File: config.mk
export PLATFORM = sky130hd
export DESIGN_NAME = fifo_sync_cfg
export DESIGN_NICKNAME = d
export VERILOG_FILES = /design/src/rtl/fifo_sync_cfg.sv
export SDC_FILE = /design/constraint.sdc
export NUM_CORES = 1
export LEC_CHECK = 0
export ABC_AREA = 1
export CORE_ASPECT_RATIO = 1.1
export CORE_MARGIN = 5
export CORE_UTILIZATION = 44
export CTS_CLUSTER_SIZE = 28
export DETAILED_ROUTE_END_ITERATION = 12
export PLACE_DENSITY = 0.63
export RECOVER_POWER = 25
export SLEW_MARGIN = 20
export SYNTH_ARGS = -nofsm -noshare
export SYNTH_HDL_FRONTEND = slang
export SYNTH_SLANG_ARGS = --single-unit
File: constraint.sdc
create_clock -name clk -period 2.7 [get_ports clk]
set_input_delay 0.54 -clock clk [delete_from_list [all_inputs] [get_ports clk]]
set_output_delay 0.54 -clock clk [all_outputs]
set_load 0.05 [all_outputs]
File: src/rtl/fifo_sync_cfg.sv
// Single-clock FIFO with programmable almost-full/almost-empty thresholds,
// selectable registered or first-word-fall-through read, fill count and sticky error flags.
module fifo_sync_cfg #(
  parameter int DATA_WIDTH    = 32,
  parameter int DEPTH         = 16,
  parameter int AFULL_THRESH  = 14,
  parameter int AEMPTY_THRESH = 2,
  parameter int FWFT          = 0
) (
  input  logic                       clk,
  input  logic                       rstn,
  input  logic [DATA_WIDTH-1:0]      wdata,
  input  logic                       wen,
  output logic                       full,
  output logic                       almost_full,
  output logic [DATA_WIDTH-1:0]      rdata,
  output logic                       rvalid,
  input  logic                       ren,
  output logic                       empty,
  output logic                       almost_empty,
  output logic [$clog2(DEPTH):0]     count,
  output logic                       overflow,
  output logic                       underflow,
  input  logic                       clr_err
);

  localparam int AW = $clog2(DEPTH);
  localparam int CW = AW + 1;

  logic [DATA_WIDTH-1:0] mem [DEPTH];
  logic [AW-1:0]         wr_ptr_r;
  logic [AW-1:0]         rd_ptr_r;
  logic [AW-1:0]         rd_ptr_next_s;
  logic [CW-1:0]         count_r;
  logic [CW-1:0]         count_next_s;
  logic                  wr_acc_s;
  logic                  rd_acc_s;
  logic [DATA_WIDTH-1:0] head_s;
  logic [DATA_WIDTH-1:0] rdata_r;
  logic                  rvalid_r;
  logic                  full_r;
  logic                  almost_full_r;
  logic                  empty_r;
  logic                  almost_empty_r;
  logic                  overflow_r;
  logic                  underflow_r;

  // Accept decode, next count, and the word that will sit at the head after this edge
  always_comb begin
    wr_acc_s      = wen && !full_r;
    rd_acc_s      = ren && !empty_r;
    rd_ptr_next_s = rd_acc_s ? (rd_ptr_r + AW'(1)) : rd_ptr_r;
    case ({wr_acc_s, rd_acc_s})
      2'b10:   count_next_s = count_r + CW'(1);
      2'b01:   count_next_s = count_r - CW'(1);
      default: count_next_s = count_r;
    endcase
    // The new word becomes the head when nothing else remains in front of it.
    if (wr_acc_s && (count_r == (rd_acc_s ? CW'(1) : CW'(0)))) begin
      head_s = wdata;
    end else begin
      head_s = mem[rd_ptr_next_s];
    end
  end

  // Storage array; never reset, contents discarded on reset via the pointers
  always_ff @(posedge clk) begin
    if (wr_acc_s) begin
      mem[wr_ptr_r] <= wdata;
    end
  end

  // Pointers, count, status flags and read port
  always_ff @(posedge clk) begin
    if (!rstn) begin
      wr_ptr_r       <= '0;
      rd_ptr_r       <= '0;
      count_r        <= '0;
      full_r         <= 1'b0;
      almost_full_r  <= 1'b0;
      empty_r        <= 1'b1;
      almost_empty_r <= 1'b1;
      overflow_r     <= 1'b0;
      underflow_r    <= 1'b0;
      rvalid_r       <= 1'b0;
      rdata_r        <= '0;
    end else begin
      if (wr_acc_s) begin
        wr_ptr_r <= wr_ptr_r + AW'(1);
      end
      rd_ptr_r       <= rd_ptr_next_s;
      count_r        <= count_next_s;
      full_r         <= (count_next_s == CW'(DEPTH));
      almost_full_r  <= (count_next_s >= CW'(AFULL_THRESH));
      empty_r        <= (count_next_s == CW'(0));
      almost_empty_r <= (count_next_s <= CW'(AEMPTY_THRESH));
      overflow_r     <= (wen && full_r) || (overflow_r && !clr_err);
      underflow_r    <= (ren && empty_r) || (underflow_r && !clr_err);
      if (FWFT != 0) begin
        rvalid_r <= (count_next_s != CW'(0));
        rdata_r  <= head_s;
      end else begin
        rvalid_r <= rd_acc_s;
        if (rd_acc_s) begin
          rdata_r <= mem[rd_ptr_r];
        end
      end
    end
  end

  assign full         = full_r;
  assign almost_full  = almost_full_r;
  assign empty        = empty_r;
  assign almost_empty = almost_empty_r;
  assign count        = count_r;
  assign overflow     = overflow_r;
  assign underflow    = underflow_r;
  assign rvalid       = rvalid_r;
  assign rdata        = rdata_r;

endmodule

==> results of run 1 <==
-- sequential cells by signal (all words and copies together) (netlist names) --
register and count:
full 1, wr_ptr_r 4, rvalid 1, underflow 1, mem 512, overflow 1
almost_full 1, empty 1, count 5, rd_ptr_r 4, almost_empty 1, rdata 32
-- cell usage after synthesis (3+ instances only) --
| cell type | count |
|---|---|
| nand2_1 | 91 |
| ha_1 | 8 |
| o21ai_1 | 27 |
| clkbuf_1 | 58 |
| buf_4 | 12 |
| o21ai_0 | 259 |
| buf_6 | 7 |
| o221ai_1 | 84 |
| nor3_1 | 3 |
| o22ai_1 | 22 |
| nand3_1 | 89 |
| edfxtp_1 | 512 |
| nor2_1 | 348 |
| buf_1 | 6 |
| clkbuf_2 | 4 |
| dfxtp_1 | 52 |
| inv_1 | 79 |
| a21oi_1 | 54 |
| buf_2 | 30 |
-- how the worst min path moves through the flow --
stage	cells after the start	slack, ns	startpoint	end
final	2	0.46	underflow	underflow
after global routing	2	0.49	underflow	underflow
after CTS	2	0.47	underflow	underflow
after detailed placement	2	0.46	underflow	underflow
after global placement	2	0.45	underflow	underflow
after floorplan	2	0.48	wr_ptr_r[2]	wr_ptr_r[2]
-- report_power, final --
group	switching [µW]	total (µW)	leakage, µW	internal, µW
clock network	3190	7750	0.000887	4550
registers	141	9920	0.00505	9780
logic	1770	2540	0.00283	778
total	5100	20200	0.00877	15100
-- per-layer routing --
layer  global-route usage [%]  part of all wire (%)  vias up
met5                        0                 0.024        -
met2                    31.29                    48      460
met4                    6.830                   3.2        2
li1                         -                     -     6556
met1                    25.77                    43     6942
met3                    2.949                   5.7      112
-- worst register-to-register path: cells and delay by family, from the launching register on --
kind | cells | cell delay, ns
buf+inv | 2 | 0.28
simple gates | 6 | 0.46
flops | 1 | 0.48
fa+ha+maj | 1 | 0.24
compound gates | 2 | 0.42
-- stage by stage --
step | utilization, % | hold slack, ns | power, µW
after global placement | 48.24 | 0.4479 | 12610
after detailed placement | 48.24 | 0.4565 | 12660
after floorplan | - | 0.4773 | 11740
final | 51.92 | 0.4646 | 20210
after CTS | 51.91 | 0.4664 | 20380
after global routing | 51.91 | 0.4932 | 20980
-- logic make-up after synthesis --
logic type,after synthesis
and+or+nand+nor,535
DFF,564
buffers and inverters,200
AOI/OAI and AO/OA,447
adders and majority gates,8
xor gates and xnor gates,2
-- layout make-up --
type	instances	area (µm²)	area share [%]
diodes	1	2.502	0.009653
clock buffers	78	1544	5.956
clock inverters	25	289.0	1.115
inverters	83	317.8	1.226
multi-input cells	992	4967	19.16
flip-flops and latches	564	16420	63.36
well taps	660	825.8	3.186
repair buffers	135	1551	5.985
==> results.json, run 1 <==
{
  "critical-path-max-stage-delay_ns": 0.87,
  "synthesis.nets": 1801,
  "io_buffers": 80,
  "die_h_um": 245.4,
  "die-area_um2": 54950,
  "fin_area_um2": 25920,
  "path_cells": "clkdlybuf4s50_1",
  "cts_hold_buf": 0,
  "syn_area_um2": 22160,
  "finalHoldViolCount": 0,
  "io-pin-count": 81,
  "maxCapViolations": 0,
  "grt-ovfl-total": 0,
  "finalCritPeriodShare_pct": 91.66,
  "hpwl_um": 29530,
  "cp-end-kind": "output pin",
  "syn_inst": 1756,
  "first_iter_violations": 1308,
  "via_per_inst": 5.545,
  "cp.depth": 1,
  "fmax_ghz": 0.4041,
  "hold_path.class": "flip-flop to flip-flop",
  "dr.pass1.iters": 7,
  "seq_area_frac_synth_pct": 74.09,
  "yosys.cell_types.count": 27,
  "grt_first_pass_wirelength_um": 81660,
  "grt_use_total_pct": 18.98,
  "cts.path.max_buffers": 3,
  "synth-adder-area-share_pct": 0.4518,
  "final.setup.tns_ns": 0,
  "rsz0062_at_grt": "false",
  "layout_commonest_cell": "edfxtp_1",
  "report.final.slew_viol_count": 0,
  "clkSlewWorstSetupHoldPaths_ns": 0.06,
  "grt_max_degree": 160,
  "start_util_pct": 44.38,
  "tightest_slew_ns": 0.6891,
  "critPathMaxFanout": 3,
  "r2r_cells": 11,
  "crit_type": "flip-flop to output pin",
  "yosysTopAreaCell": "edfxtp_1",
  "finalSetupViolCount": 0,
  "fin_crit_ns": 2.475,
  "antenna_found_initial": 2,
  "clock-sinks": 564,
  "endpoint": "empty",
  "synth_compound_area_share_pct": 11.66,
  "power_leakage_uw": 0.008767,
  "synth_top_area_share_pct": 69.39,
  "critPathArrivalTime_ns": 1.93,
  "cts_setup_buffers": 0,
  "max-vdd-ir-drop_mv": 0.4367,
  "rows": 86,
  "final_cell_mix": "512 x edfxtp_1, 332 x nor2_1, 259 x o21ai_0",
  "cts_tree": "built",
  "max_slew_margin_pct": 54.06,
  "status": "finished clean",
  "die_w_um": 224.0,
  "stdcell_count": 2538,
  "synth.area.top_cells": "edfxtp_1 69%, nor2_1 5.9%, o21ai_0 5.9%",
  "ys_warn_count": 0,
  "grt_pass1_vias": 13791,
  "skew_ns": 0.02151,
  "async_flop_share_pct": 0,
  "cts.repair.resized": 0,
  "drive_above_1_share_pct": 8.737,
  "slowest_stage": "clkdlybuf4s50_1",
  "layout_setup_ws_ns": 0.2253,
  "core-area_um2": 49930,
  "clock-root-buffer": "clkbuf_16",
  "r2r_setup_slack_ns": 0.70,
  "place_worst_setup_slack_ns": 0.03732,
  "synth_xor_area_share_pct": 0.07906,
  "via_count": 14072,
  "fillerInstances": 4176,
  "path_buf_inv": 1,
  "htree_num_levels": 2,
  "synth-simple-area-share_pct": 9.691,
  "synth_top_family_by_area": "compound AO/OA/AOI/OAI gates",
  "wire_per_inst_um": 20.96,
  "ys.flop_type": "edfxtp_1",
  "insertion_delay_ns": 0.61,
  "crit_path_start_kind": "flip-flop",
  "synth_mux_area_share_pct": 0,
  "cts_made_buffers": 55,
  "synth_edf_count": 512,
  "finalNetCount": 1876,
  "crit_family": "buffers and inverters",
  "areaGrowthSynthToFinish_pct": 17.00,
  "cp.required_ns": 2.16,
  "cp-startpoint": "empty",
  "drcViolationCount": 0,
  "ys_seq_elements": 564,
  "gp_congestion": 0.7982,
  "wl_um": 53210,
  "r2r_end": "empty",
  "antenna_left": 0,
  "p_per_area_nw_per_um2": 779.6,
  "worstReg2RegStart": "empty",
  "avgSynthCellArea_um2": 12.62,
  "place_area_um2": 24090,
  "dp.cells": 2434
}
No activity file was read; power rests on OpenSTA's default activity.
==> run 2, diff against run 1 <==
Settings changed: HOLD_SLACK_MARGIN from default to 0.05.
==> results of run 2 <==
Final layout, timing and power as in run 1 (identical DEF).
